--- src/rtl/key_scan_if.sv ---
// ============================================================================
// key_scan_if : keypad row/column lines plus the key_vaild/key_code output.
// Revision    : 1.0
// ============================================================================
`default_nettype none

interface key_scan_if;
  logic [3:0] row_in;
  logic [3:0] col_out;
  logic       key_vaild;
  logic [3:0] key_code;

  modport master (
    input  row_in,
    output col_out,
    output key_vaild,
    output key_code
  );

  modport slave (
    output row_in,
    input  col_out,
    input  key_vaild,
    input  key_code
  );
endinterface

`default_nettype wire

--- src/rtl/key_scan.sv ---
// ============================================================================
// key_scan : 4x4 keypad column scanner with frame-based press/release debounce.
// Revision : 1.0
// ============================================================================
`default_nettype none

module key_scan #(
  parameter int SCAN_DIV     = 50000,
  parameter int DEBOUNCE_CNT = 4
) (
  input  wire logic  clk,
  input  wire logic  reset,
  key_scan_if.master kp
);

  localparam int                 c_DIV_W    = $clog2(SCAN_DIV);
  localparam logic [c_DIV_W-1:0] c_DIV_LAST = c_DIV_W'(SCAN_DIV - 1);
  localparam logic [3:0]         c_DEB      = 4'(DEBOUNCE_CNT);

  typedef enum logic [1:0] {
    S_IDLE        = 2'd0,
    S_PRESS_DEB   = 2'd1,
    S_HELD        = 2'd2,
    S_RELEASE_DEB = 2'd3
  } state_t;

  logic [3:0]         r_row_m;
  logic [3:0]         r_row_s;
  logic [c_DIV_W-1:0] r_div;
  logic [1:0]         r_col;
  logic [1:0]         r_acc_lows;
  logic [3:0]         r_acc_code;
  state_t             r_state;
  logic [3:0]         r_cnt;
  logic [3:0]         r_cand;
  logic               r_vaild;
  logic [3:0]         r_code;

  logic               w_win_end;
  logic               w_frame_end;
  logic [1:0]         w_samp_lows;
  logic [1:0]         w_samp_row;
  logic [2:0]         w_sum;
  logic [1:0]         w_frame_lows;
  logic [3:0]         w_frame_code;
  logic               w_none;
  logic               w_single;
  logic [3:0]         w_cnt_inc;
  state_t             w_state_nx;
  logic [3:0]         w_cnt_nx;
  logic [3:0]         w_cand_nx;
  logic               w_accept;
  logic [3:0]         w_accept_code;

  always_ff @(posedge clk or posedge reset) begin
    if (reset) begin
      r_row_m <= 4'hF;
      r_row_s <= 4'hF;
    end else begin
      r_row_m <= kp.row_in;
      r_row_s <= r_row_m;
    end
  end

  assign w_win_end   = (r_div == c_DIV_LAST);
  assign w_frame_end = w_win_end && (r_col == 2'd3);

  always_ff @(posedge clk or posedge reset) begin
    if (reset) begin
      r_div <= '0;
      r_col <= 2'd0;
    end else if (w_win_end) begin
      r_div <= '0;
      r_col <= r_col + 2'd1;
    end else begin
      r_div <= r_div + c_DIV_W'(1);
    end
  end

  assign kp.col_out = ~(4'b0001 << r_col);

  // Low-bit count saturates at 2: only NONE / SINGLE / MULTI matter.
  always_comb begin
    w_samp_lows = 2'd0;
    w_samp_row  = 2'd0;
    for (int r = 0; r < 4; r++) begin
      if (!r_row_s[r]) begin
        if (w_samp_lows != 2'd2) w_samp_lows = w_samp_lows + 2'd1;
        w_samp_row = 2'(r);
      end
    end
  end

  assign w_sum        = {1'b0, r_acc_lows} + {1'b0, w_samp_lows};
  assign w_frame_lows = (w_sum >= 3'd2) ? 2'd2 : w_sum[1:0];
  assign w_frame_code = (w_samp_lows == 2'd1 && r_acc_lows == 2'd0)
                        ? {w_samp_row, r_col} : r_acc_code;
  assign w_none       = (w_frame_lows == 2'd0);
  assign w_single     = (w_frame_lows == 2'd1);
  assign w_cnt_inc    = r_cnt + 4'd1;

  always_ff @(posedge clk or posedge reset) begin
    if (reset) begin
      r_acc_lows <= 2'd0;
      r_acc_code <= 4'd0;
    end else if (w_frame_end) begin
      r_acc_lows <= 2'd0;
      r_acc_code <= 4'd0;
    end else if (w_win_end) begin
      r_acc_lows <= w_frame_lows;
      r_acc_code <= w_frame_code;
    end
  end

  always_comb begin
    w_state_nx    = r_state;
    w_cnt_nx      = r_cnt;
    w_cand_nx     = r_cand;
    w_accept      = 1'b0;
    w_accept_code = r_cand;
    if (w_frame_end) begin
      unique case (r_state)
        S_IDLE: begin
          if (w_single) begin
            w_cand_nx = w_frame_code;
            if (DEBOUNCE_CNT == 1) begin
              w_accept      = 1'b1;
              w_accept_code = w_frame_code;
              w_state_nx    = S_HELD;
              w_cnt_nx      = 4'd0;
            end else begin
              w_state_nx = S_PRESS_DEB;
              w_cnt_nx   = 4'd1;
            end
          end
        end
        S_PRESS_DEB: begin
          if (w_single && w_frame_code == r_cand) begin
            if (w_cnt_inc == c_DEB) begin
              w_accept   = 1'b1;
              w_state_nx = S_HELD;
              w_cnt_nx   = 4'd0;
            end else begin
              w_cnt_nx = w_cnt_inc;
            end
          end else if (w_single) begin
            w_cand_nx = w_frame_code;
            w_cnt_nx  = 4'd1;
          end else begin
            w_state_nx = S_IDLE;
            w_cnt_nx   = 4'd0;
          end
        end
        S_HELD: begin
          if (w_none) begin
            if (DEBOUNCE_CNT == 1) begin
              w_state_nx = S_IDLE;
              w_cnt_nx   = 4'd0;
            end else begin
              w_state_nx = S_RELEASE_DEB;
              w_cnt_nx   = 4'd1;
            end
          end
        end
        S_RELEASE_DEB: begin
          if (w_none) begin
            if (w_cnt_inc == c_DEB) begin
              w_state_nx = S_IDLE;
              w_cnt_nx   = 4'd0;
            end else begin
              w_cnt_nx = w_cnt_inc;
            end
          end else begin
            w_state_nx = S_HELD;
            w_cnt_nx   = 4'd0;
          end
        end
        default: begin
          w_state_nx = S_IDLE;
          w_cnt_nx   = 4'd0;
        end
      endcase
    end
  end

  always_ff @(posedge clk or posedge reset) begin
    if (reset) begin
      r_state <= S_IDLE;
      r_cnt   <= 4'd0;
      r_cand  <= 4'd0;
      r_vaild <= 1'b0;
      r_code  <= 4'd0;
    end else begin
      r_state <= w_state_nx;
      r_cnt   <= w_cnt_nx;
      r_cand  <= w_cand_nx;
      r_vaild <= w_accept;
      if (w_accept) r_code <= w_accept_code;
    end
  end

  assign kp.key_vaild = r_vaild;
  assign kp.key_code  = r_code;

endmodule

`default_nettype wire
--- src/flat_wrapper.sv ---
// flat-port wrapper written by rule: the top's interface ports become plain ports
module key_scan_flat 
#(
  parameter int SCAN_DIV     = 50000,
  parameter int DEBOUNCE_CNT = 4
)
  (clk, reset, kp_row_in, kp_col_out, kp_key_vaild, kp_key_code);
  key_scan_if kp_i ();
  input  wire logic clk;
  input  wire logic reset;
  input wire logic [$bits(kp_i.row_in)-1:0] kp_row_in;
  output wire logic [$bits(kp_i.col_out)-1:0] kp_col_out;
  output wire logic [$bits(kp_i.key_vaild)-1:0] kp_key_vaild;
  output wire logic [$bits(kp_i.key_code)-1:0] kp_key_code;
  assign kp_i.row_in = kp_row_in;
  assign kp_col_out = kp_i.col_out;
  assign kp_key_vaild = kp_i.key_vaild;
  assign kp_key_code = kp_i.key_code;
  key_scan #(.SCAN_DIV(SCAN_DIV), .DEBOUNCE_CNT(DEBOUNCE_CNT)) u_core (.clk(clk), .reset(reset), .kp(kp_i));
endmodule
--- config.mk ---
export PLATFORM = sky130hd
export DESIGN_NAME = key_scan_flat
export DESIGN_NICKNAME = d
export VERILOG_FILES = /design/src/rtl/key_scan_if.sv /design/src/rtl/key_scan.sv /design/src/flat_wrapper.sv
export SDC_FILE = /design/constraint.sdc
export NUM_CORES = 1
export LEC_CHECK = 0
export BUFFER_PORTS_ARGS = -buffer_cell sky130_fd_sc_hd__buf_2
export CORE_MARGIN = 5
export CORE_UTILIZATION = 40
export CTS_CLUSTER_SIZE = 40
export DETAILED_ROUTE_END_ITERATION = 6
export GPL_ROUTABILITY_DRIVEN = 1
export PLACE_DENSITY = 0.53
export SLEW_MARGIN = 15
export SYNTH_ARGS = -nofsm -noshare
export SYNTH_HDL_FRONTEND = slang
export SYNTH_SLANG_ARGS = --single-unit
--- constraint.sdc ---
create_clock -name clk -period 4.6 [get_ports clk]
set_input_delay 0.23 -clock clk [delete_from_list [all_inputs] [get_ports clk]]
set_output_delay 0.23 -clock clk [all_outputs]
set_load 0.03 [all_outputs]
### After elaboration in Yosys (flattened, before gate mapping)

Index checks and enable logic that the tools add are counted.

| storage, ports and cells | value |
|---|---|
| flip-flop bits (word level) | 47 |
| latch bits | 0 |
| RAM bits | 0 |
| ROM bits | 0 |
| input port bits | 6 |
| output and inout port bits | 9 |
| logic and storage cells | 89 |
| memories | 0 |

| operators by class | value |
|---|---|
| $add $sub $neg | 7 |
| $mul | 0 |
| div/mod/pow operators | 0 |
| $lt $le $gt $ge | 1 |
| eq/ne operators | 18 |
| shifts and indexed selects | 1 |
| mux-type cells | 39 |
| bitwise logic cells | 1 |
| reductions and logical operators | 11 |

Operators by type and width:

| operator | number |
|---|---|
| 4-bit 2-to-1 mux | 10 |
| 2-bit 2-to-1 mux | 18 |
| 16-bit by 1-bit adder with 16-bit output (second input constant) | 1 |
| 16-bit equality test (second input constant) | 1 |
| 16-bit 2-to-1 mux | 1 |
| 4-bit one-hot mux with 4 select lines | 1 |
| 3-bit != test (second input constant) | 3 |
| 2-bit one-hot mux with 4 select lines | 1 |
| 4-bit one-hot mux with 2 select lines | 1 |
| 1-bit 2-to-1 mux | 7 |
| 2-bit by 1-bit adder with 2-bit output (second input constant) | 3 |
| 2-bit by 1-bit equality test with 1-bit output (second input constant) | 3 |
| 2-bit equality test (second input constant) | 3 |
| 2-bit zero test | 3 |
| 2-bit != test (second input constant) | 3 |
| 3-bit AND reduction | 2 |
| 6-bit AND reduction | 1 |
| 4-bit by 1-bit adder with 4-bit output (second input constant) | 1 |
| 4-bit by 3-bit equality test with 1-bit output (second input constant) | 1 |
| 4-bit equality test | 1 |
| 2-bit by 1-bit != test with 1-bit output (second input constant) | 2 |
| 4-bit NOT | 1 |
| 2-bit nonzero test | 2 |
| 1-bit by 2-bit << shifter with 4-bit output (first input constant) | 1 |
| 5 further kinds | 7 |

### Depth between registers and ports, before layout

Gate-level depths: netlist of run 1.

| logic depth | value |
|---|---|
| depth in word-level cells | 18 |
| depth in mapped cells | 18 |
| depth with buffers taken out | 17 |

### Least setup slack after synthesis of run 1

Ideal clock, no wire load.

| timing path | value |
|---|---|
| path type | register to register |
| start | reg u_core.r_row_s[0] |
| end | reg u_core.r_code[0], in the netlist u_core.kp.key_code[0] |
| library setup time | 125 ps |
| arrival | 3721 ps |
| required time | 4475 ps |
| slack | 754 ps |
| stages on the path, launching flop included | 19 |
| buffers on the path | 2 |
| clock period less this slack | 3846 ps |
| cell sequence | dfstp_2 > inv_1 > ha_1 > and2_1 > nor2_1 > ha_1 > nor2_1 > a21oi_1 > ha_1 > inv_1 > fa_1 > nand3_1 > a211oi_1 > a31oi_1 > or2_1 > buf_6 > or3_4 > buf_6 > mux2_4 |

| between the ends | value |
|---|---|
| cells in the longest elaborated chain, start to end | 18 |
| elaborated cells on any way between the ends | 25 |
| those cells by class | 4 x add/sub; 1 x order compare; 6 x eq/ne; 12 x mux; 2 x reduce/logical |

RTL lines:

| what | line | RTL |
|---|---|---|
| start: declaration | key_scan.sv:28 | `logic [3:0] r_row_s;` |
| start signal: assignment | key_scan.sv:61 | `r_row_s <= r_row_m;` |
| 1-bit 2-to-1 mux (*) | key_scan.sv:87 | `if (!r_row_s[r]) begin` |
| 1-bit by 1-bit adder with 2-bit output or 1-bit by 2-bit != test with 1-bit output (tied branches) | key_scan.sv:88 | `if (w_samp_lows != 2'd2) w_samp_lows = w_samp_lows + 2'd1;` |
| 2-bit 2-to-1 mux | key_scan.sv:88 |  |
| 2-bit 2-to-1 mux (*) | key_scan.sv:87 |  |
| 2-bit by 1-bit adder with 2-bit output or 2-bit != test (tied branches) | key_scan.sv:88 |  |
| 2-bit 2-to-1 mux | key_scan.sv:88 |  |
| 2-bit 2-to-1 mux (*) | key_scan.sv:87 |  |
| 2-bit by 1-bit adder with 2-bit output or 2-bit != test (tied branches) | key_scan.sv:88 |  |
| (+2 left out) | -- |  |
| 2-bit by 2-bit adder with 3-bit output or 2-bit by 1-bit equality test with 1-bit output (tied branches) | key_scan.sv:94, key_scan.sv:96 |  |
| 3-bit by 2-bit greater-or-equal comparator with 1-bit output or 1-bit logical AND (tied branches) | key_scan.sv:95, key_scan.sv:96 |  |
| 2-bit 2-to-1 mux or 4-bit 2-to-1 mux (tied branches) | key_scan.sv:95, key_scan.sv:97 |  |
| 2-bit by 1-bit equality test with 1-bit output or 4-bit equality test (tied branches) | key_scan.sv:99, key_scan.sv:138 |  |
| 1-bit logical AND (*) | key_scan.sv:138 | `if (w_single && w_frame_code == r_cand) begin` |
| 1-bit 2-to-1 mux (*) | key_scan.sv:138 |  |
| 1-bit 2-to-1 mux (*) | key_scan.sv:122 | `unique case (r_state)` |
| 1-bit 2-to-1 mux (*) | key_scan.sv:121 | `if (w_frame_end) begin` |
| end signal: assignment | key_scan.sv:198 | `if (w_accept) r_code <= w_accept_code;` |
| end: declaration | key_scan.sv:37 | `logic [3:0] r_code;` |

Mark *: on every way between the ends. The rest lies on a longest branch, timed or not.
A chain may end at the register's enable or synchronous reset.

### Worst setup path in the final report of run 1

| timing path | value |
|---|---|
| start | reg u_core.r_row_s[1] |
| end | reg u_core.r_code[3], in the netlist u_core.kp.key_code[3] |

| between the ends | value |
|---|---|
| cells in the longest elaborated chain, start to end | 15 |
| elaborated cells on any way between the ends | 24 |
| those cells by class | 3 x add/sub; 1 x order compare; 5 x eq/ne; 13 x mux; 2 x reduce/logical |

RTL lines:

| what | line |
|---|---|
| 2-bit 2-to-1 mux | key_scan.sv:87 |
| 2-bit by 1-bit adder with 2-bit output or 2-bit != test (tied branches) | key_scan.sv:88 |
| 2-bit 2-to-1 mux | key_scan.sv:88 |
| 2-bit 2-to-1 mux | key_scan.sv:87 |
| 2-bit by 1-bit adder with 2-bit output or 2-bit != test (tied branches) | key_scan.sv:88 |
| 2-bit 2-to-1 mux | key_scan.sv:88 |
| 2-bit 2-to-1 mux | key_scan.sv:87 |
| 2-bit by 2-bit adder with 3-bit output or 2-bit by 1-bit equality test with 1-bit output (tied branches) | key_scan.sv:94, key_scan.sv:96 |
| 3-bit by 2-bit greater-or-equal comparator with 1-bit output or 1-bit logical AND (tied branches) | key_scan.sv:95, key_scan.sv:96 |
| 2-bit 2-to-1 mux or 4-bit 2-to-1 mux (tied branches) | key_scan.sv:95, key_scan.sv:97 |
| 2-bit by 1-bit equality test with 1-bit output or 4-bit equality test (tied branches) | key_scan.sv:99, key_scan.sv:138 |
| 1-bit logical AND (*) | key_scan.sv:138 |
| 1-bit 2-to-1 mux (*) | key_scan.sv:138 |
| 1-bit 2-to-1 mux (*) | key_scan.sv:122 |
| 1-bit 2-to-1 mux (*) | key_scan.sv:121 |

Marks and branches as above.

==> flow_summary.toml, run 1 <==
[grt]
grt.total_usage_pct = 13.14
grt_first_pass_wirelength_um = 8038
grt_pass1_vias = 1614
grt_util_met3_pct = 2.765
grt_overflow_total = 0
use_met2_pct = 18.42
gr-usage-met1_pct = 19.65
grt_max_degree = 48
antenna_found_initial = 0
grt_busiest_layer = "met1"

[drt]
drc_errors = 0
vias = 1621
wl_per_cell_um = 13.99
drt-pass1-iter-count = 4
drt-vias-per-instance = 5.034
wl_um = 4505
ant_nets = 0
first_iter_violations = 114

[setup_path]
critical_path_arrival_ps = 4250
cp-start-kind = "flip-flop"
criticalPathCategory = "reg -> reg"
cp-end-kind = "flip-flop"
crit_required_ps = 4790
crit_fanout = 7

[layout]
seq_area_sq_um = 1186
fill_cells = 573
layout-drive-gt1-share_pct = 18.22
final_nets = 264
fin_util_pct = 44.89
multi_input_area_sq_um = 1205
diodes = 0
fin_cells = 322
syn_to_final_growth_pct = 7.723

[timing]
slew_violations = 0
hold_ws_ps = 25.19
max_slew_margin_pct = 35.94
worst_slack_ps = 542.8
fin_skew_ps = 11.18
setup_viol = 0
max_freq_mhz = 246.5
rsz0062_at_grt = "no"
tns_ps = 0
worst_slew_pin_slew_ps = 959.5
fin_crit_sh_pct = 88.20
finalWorstPathRequiredPeriod_ps = 4057
hold_viol_final = 0

[floorplanning]
io_pins = 15
core_sq_um = 6026
dieWidth_um = 89.24
die_area_sq_um = 7963
die_h_um = 89.24
initial_core_util_pct = 41.67
fp-row-count = 28

[power]
power.switching_mw = 0.1727
p_int_mw = 0.5453
clkPwrFrac_pct = 33.8
ir_drop_mv = 0.1942
switching_share_pct = 24.05
pwr-share-seq_pct = 58.8
power_density_nw_per_um2 = 265.4
p_leak_nw = 1.246
combPwrFrac_pct = 7.5

[place]
place_ws_ps = 544.5
numPortBuffers = 14
dp_cells = 314
dp_hpwl_um = 3238
routabilityCongestion = 0.8169

[clocking]
clk_latency_ps = 300
cts_hold_buf = 0
cts_max_level = 2
cts_tree = "built"
root_buffer = "clkbuf_8"
cts.path.max_buffers = 2
ctsResizeCount = 0
clk_pin_slew_ps = 90
cts_num_sinks = 47
numCtsBuffers = 5
post-cts-setup-buffers = 0

[synth]
ys.flop_type = "dfrtp_1"
avgSynthCellArea_sq_um = 10.82
yosysWarnings = 0
ys_types = 54
synthCells = 232
yosysTopAreaCellShare_pct = 38.86
synth_area_sq_um = 2511
ys_seq_area_share_pct = 47.23
syn_nets = 250
synth_area_leaders = "dfrtp_1 (39%), dfstp_2 (8.4%), ha_1 (5.5%), xnor2_1 (3.5%), xor2_1 (3.5%)"
ys_seq_elements = 47
synth_top_cell_by_area = "dfrtp_1"
async_flop_share_pct = 100.0
synth-edff-count = 0

[min_path]
hold_path_class = "in -> reg"

[run]
max-cap-violations = 0

[status]
outcome = "finished, final reports clean"
through the flow:
stage	cell area [sq um]	total power, mW
after global routing	2705	0.7622
after detailed placement	2619	0.4845
after floorplan	2511	0.4778
after CTS	2705	0.7352
after global placement	2619	0.4839
final	2705	0.7179
flip-flops by register name (all words and copies together), names as in the netlist:
| signal | cells |
|---|---|
| u_core.r_div | 16 |
| u_core.kp.key_code | 4 |
| u_core.r_acc_code | 4 |
| u_core.r_cand | 4 |
| u_core.r_cnt | 4 |
| u_core.r_row_m | 4 |
| u_core.r_row_s | 4 |
| u_core.r_acc_lows | 2 |
| u_core.r_col | 2 |
| u_core.r_state | 2 |
| u_core.kp.key_vaild | 1 |
worst paths after layout:
| check | slack, ps | from | to | cells after the start |
|---|---|---|---|---|
| min in group asynchronous | 150 | reset | u_core.r_acc_code[3] | 2 |
| worst max-delay path | 540 | u_core.r_row_s[1] | u_core.kp.key_code[3] | 16 |
| worst min register to register | 360 | u_core.r_row_m[0] | u_core.r_row_s[0] | 0 |
| worst max register to register | 540 | u_core.r_row_s[1] | u_core.kp.key_code[3] | 16 |
| max in group asynchronous | 3860 | reset | u_core.r_cnt[1] | 2 |
| worst min-delay path | 30 | kp_row_in[3] | u_core.r_row_m[3] | 1 |
worst max-delay path, stage by stage, from the launching register on:
cell and delay (ps):
dfstp_2 550, inv_1 40, ha_1 160, and2_1 190, nor2_1 150, ha_1 160
nor2_1 40, a21oi_1 260, ha_1 200, inv_1 50, fa_1 520, nand3_1 160
a211oi_1 260, a31oi_1 140, or2_1 320, or3_4 440, mux2_4 310
synth_stat cells (all sizes together), types with 4 or more instances:
cell type,instances
nor2b,4
a22o,5
o21ai,9
buf,5
inv,15
dfrtp,39
mux2,7
xor2,10
dfstp,8
nor2,20
a31oi,4
and3,6
nand3,9
nand2,18
ha,11
mux2i,5
xnor2,10
cell type report:
class                           instances  share of cell area (%)
Tap cell                               75                   3.469
Sequential cell                        47                   43.85
Inverter                               15                   2.081
Clock inverter                          3                  0.6475
Timing Repair Buffer                   15                   2.868
Clock buffer                            5                   2.544
Multi-Input combinational cell        162                   44.54
power by group through the flow:
stage / sequential (mW) / clock, mW / combinational [mW]
CTS: 0.422 / 0.258 / 0.0548
global route: 0.423 / 0.277 / 0.0618
finish: 0.422 / 0.242 / 0.0536
floorplan: 0.429 / 0 / 0.0491
global placement: 0.430 / 0 / 0.0540
detailed placement: 0.430 / 0 / 0.0545
kinds of logic after synthesis:
kind of cell,after synthesis,share of synthesized area (%)
AOI/OAI and AO/OA,36,11.06
xor gates and xnor gates,20,6.975
adders and majority gates,12,6.278
buffers and inverters,23,4.783
DFF,47,47.23
muxes,12,5.730
and+or+nand+nor,82,17.94
per-layer routing:
metal / part of all wire (%) / wire length (um) / vias to the layer above
met5: 0 / 0 / -
met4: 1.7 / 78 / 0
met3: 3.8 / 171 / 8
met2: 42 / 1887 / 24
met1: 53 / 2368 / 763
li1: - / - / 826
cells in the final DEF, fill, tap and decap left out, types with 2 or more instances in the layout:
| cell type | count |
|---|---|
| a211oi_1 | 2 |
| a21o_1 | 2 |
| a21oi_1 | 2 |
| a22o_1 | 5 |
| a31oi_1 | 4 |
| and2_1 | 2 |
| and3_1 | 6 |
| buf_2 | 14 |
| clkbuf_8 | 5 |
| dfrtp_1 | 39 |
| dfstp_2 | 8 |
| ha_1 | 11 |
| inv_1 | 14 |
| mux2_2 | 3 |
| mux2_4 | 4 |
| mux2i_1 | 5 |
| nand2_1 | 18 |
| nand2b_1 | 3 |
| nand3_1 | 9 |
| nand3b_1 | 2 |
| nand4bb_1 | 2 |
| nor2_1 | 20 |
| nor2b_1 | 4 |
| nor3_1 | 3 |
| o21ai_0 | 9 |
| o31ai_1 | 2 |
| xnor2_1 | 10 |
| xor2_1 | 10 |
No activity file was read; power rests on OpenSTA's default activity.
==> inputs of run 2 (changes only) <==
- clock period: 4.6 -> 5.06 ns (I/O delays scaled with it)
==> flow_summary.toml, run 2 (synthesis results as in run 1) <==
[status]
outcome = "finished, final reports clean"

[drt]
vias = 1672
drt-pass1-iter-count = 4
first_iter_violations = 122
wl_per_cell_um = 13.94
ant_nets = 0
drt-vias-per-instance = 5.193
drc_errors = 0
wl_um = 4489

[min_path]
hold_depth = 1
hold_path_class = "in -> reg"

[run]
max-cap-violations = 0

[clocking]
cts_hold_buf = 0
cts.path.max_buffers = 2
post-cts-setup-buffers = 0
cts_max_level = 2
numCtsBuffers = 5
root_buffer = "clkbuf_8"
cts_tree = "built"
clk_pin_slew_ps = 90
ctsResizeCount = 0
cts_num_sinks = 47
clk_latency_ps = 300

[setup_path]
cp-end-kind = "flip-flop"
critical_path_arrival_ps = 4230
reg2reg_depth = 16
cp-start-kind = "flip-flop"
criticalPathCategory = "reg -> reg"
crit_fanout = 7
crit_required_ps = 5250

[grt]
grt.total_usage_pct = 12.75
grt_pass1_vias = 1610
grt_max_degree = 48
grt_overflow_total = 0
antenna_found_initial = 0
grt_first_pass_wirelength_um = 7928

[floorplanning]
die_area_sq_um = 7963
fp-row-count = 28
initial_core_util_pct = 41.67
die_h_um = 89.24
core_sq_um = 6026
io_pins = 15
dieWidth_um = 89.24

[layout]
layout-drive-gt1-share_pct = 18.22
final_common_cell = "dfrtp_1"
fin_util_pct = 44.89
fin_cells = 322
final_nets = 264
diodes = 0
largest_register = "u_core.r_div"
syn_to_final_growth_pct = 7.723
largest_register_ffs = 16
mostFrequentLayoutCells = "dfrtp_1 (39), nor2_1 (20), nand2_1 (18), inv_1 (14), buf_2 (14)"
fill_cells = 574

[timing]
max_slew_margin_pct = 34.72
setup_viol = 0
fin_crit_sh_pct = 79.94
finalWorstPathRequiredPeriod_ps = 4045
fin_skew_ps = 12.68
hold_viol_final = 0
worst_slack_ps = 1015
tns_ps = 0
max_freq_mhz = 247.2
worst_slew_pin_slew_ps = 979.2
rsz0062_at_grt = "no"
slew_violations = 0

[power]
p_leak_nw = 1.246
power_density_nw_per_um2 = 241.4
ir_drop_mv = 0.1438

[place]
dp_hpwl_um = 3245
dp_cells = 314
routabilityCongestion = 0.8168
place_ws_ps = 1006
numPortBuffers = 14
[run 2: cell counts in the layout (fill, tap and decap cells not counted)]
Identical to the previous run, type by type.
[run 2: where the power goes]
group | leakage, nW | internal (mW) | switching [mW] | total [mW]
Combinational | 0.585 | 0.0180 | 0.0307 | 0.0487
Clock | 0.0460 | 0.0966 | 0.124 | 0.221
Sequential | 0.615 | 0.381 | 0.00248 | 0.384
Total | 1.25 | 0.496 | 0.157 | 0.653
[run 2: path summary, 6_finish.rpt]
| path | slack (ps) | from | to |
|---|---|---|---|
| max reg2reg | 1010 | u_core.r_row_s[0] | u_core.kp.key_code[3] |
| max | 1010 | u_core.r_row_s[0] | u_core.kp.key_code[3] |
| max in group asynchronous | 4270 | reset | u_core.kp.key_vaild |
| min | 50 | kp_row_in[2] | u_core.r_row_m[2] |
| min in group asynchronous | 170 | reset | u_core.r_acc_code[0] |
| min reg2reg | 360 | u_core.r_row_m[3] | u_core.r_row_s[3] |
[run 2: layout make-up]
cell class	instances	area, sq um	share of cell area, %
flip-flops and latches	47	1186	43.85
inverters	15	56.30	2.081
repair buffers	15	77.57	2.868
clock inverters	3	17.52	0.6475
well taps	75	93.84	3.469
multi-input cells	162	1205	44.54
clock buffers	5	68.82	2.544
[run 2: per-stage QoR]
step,power [mW],instance area [sq um],hold slack [ps]
2_1_floorplan,0.4344,2511,257.5
3_3_place_gp,0.4399,2619,345.5
3_5_place_dp,0.4402,2619,346.8
4_1_cts,0.6653,2705,37.69
5_1_grt,0.6879,2705,36.40
6_report,0.6531,2705,52.08
[run 2: worst max-delay path: stages, from the launching register on]
cell and delay (ps):
dfstp_2 530, inv_1 40, ha_1 180, and2_1 190
nor2_1 150, ha_1 160, nor2_1 30, a21oi_1 260
ha_1 200, inv_1 50, fa_1 520, nand3_1 160
a211oi_1 260, a31oi_1 130, or2_1 320, or3_4 440
mux2_4 310
[run 2: layer usage]
| layer | vias to the layer above | part of all wire (%) | global-route usage, % | routed length [um] |
|---|---|---|---|---|
| li1 | 827 | - | - | - |
| met1 | 803 | 53 | 18.87 | 2369 |
| met2 | 36 | 42 | 18.49 | 1905 |
| met3 | 6 | 3.6 | 2.857 | 163 |
| met4 | 0 | 1.1 | 4.060 | 51 |
| met5 | - | 0 | 0 | 0 |
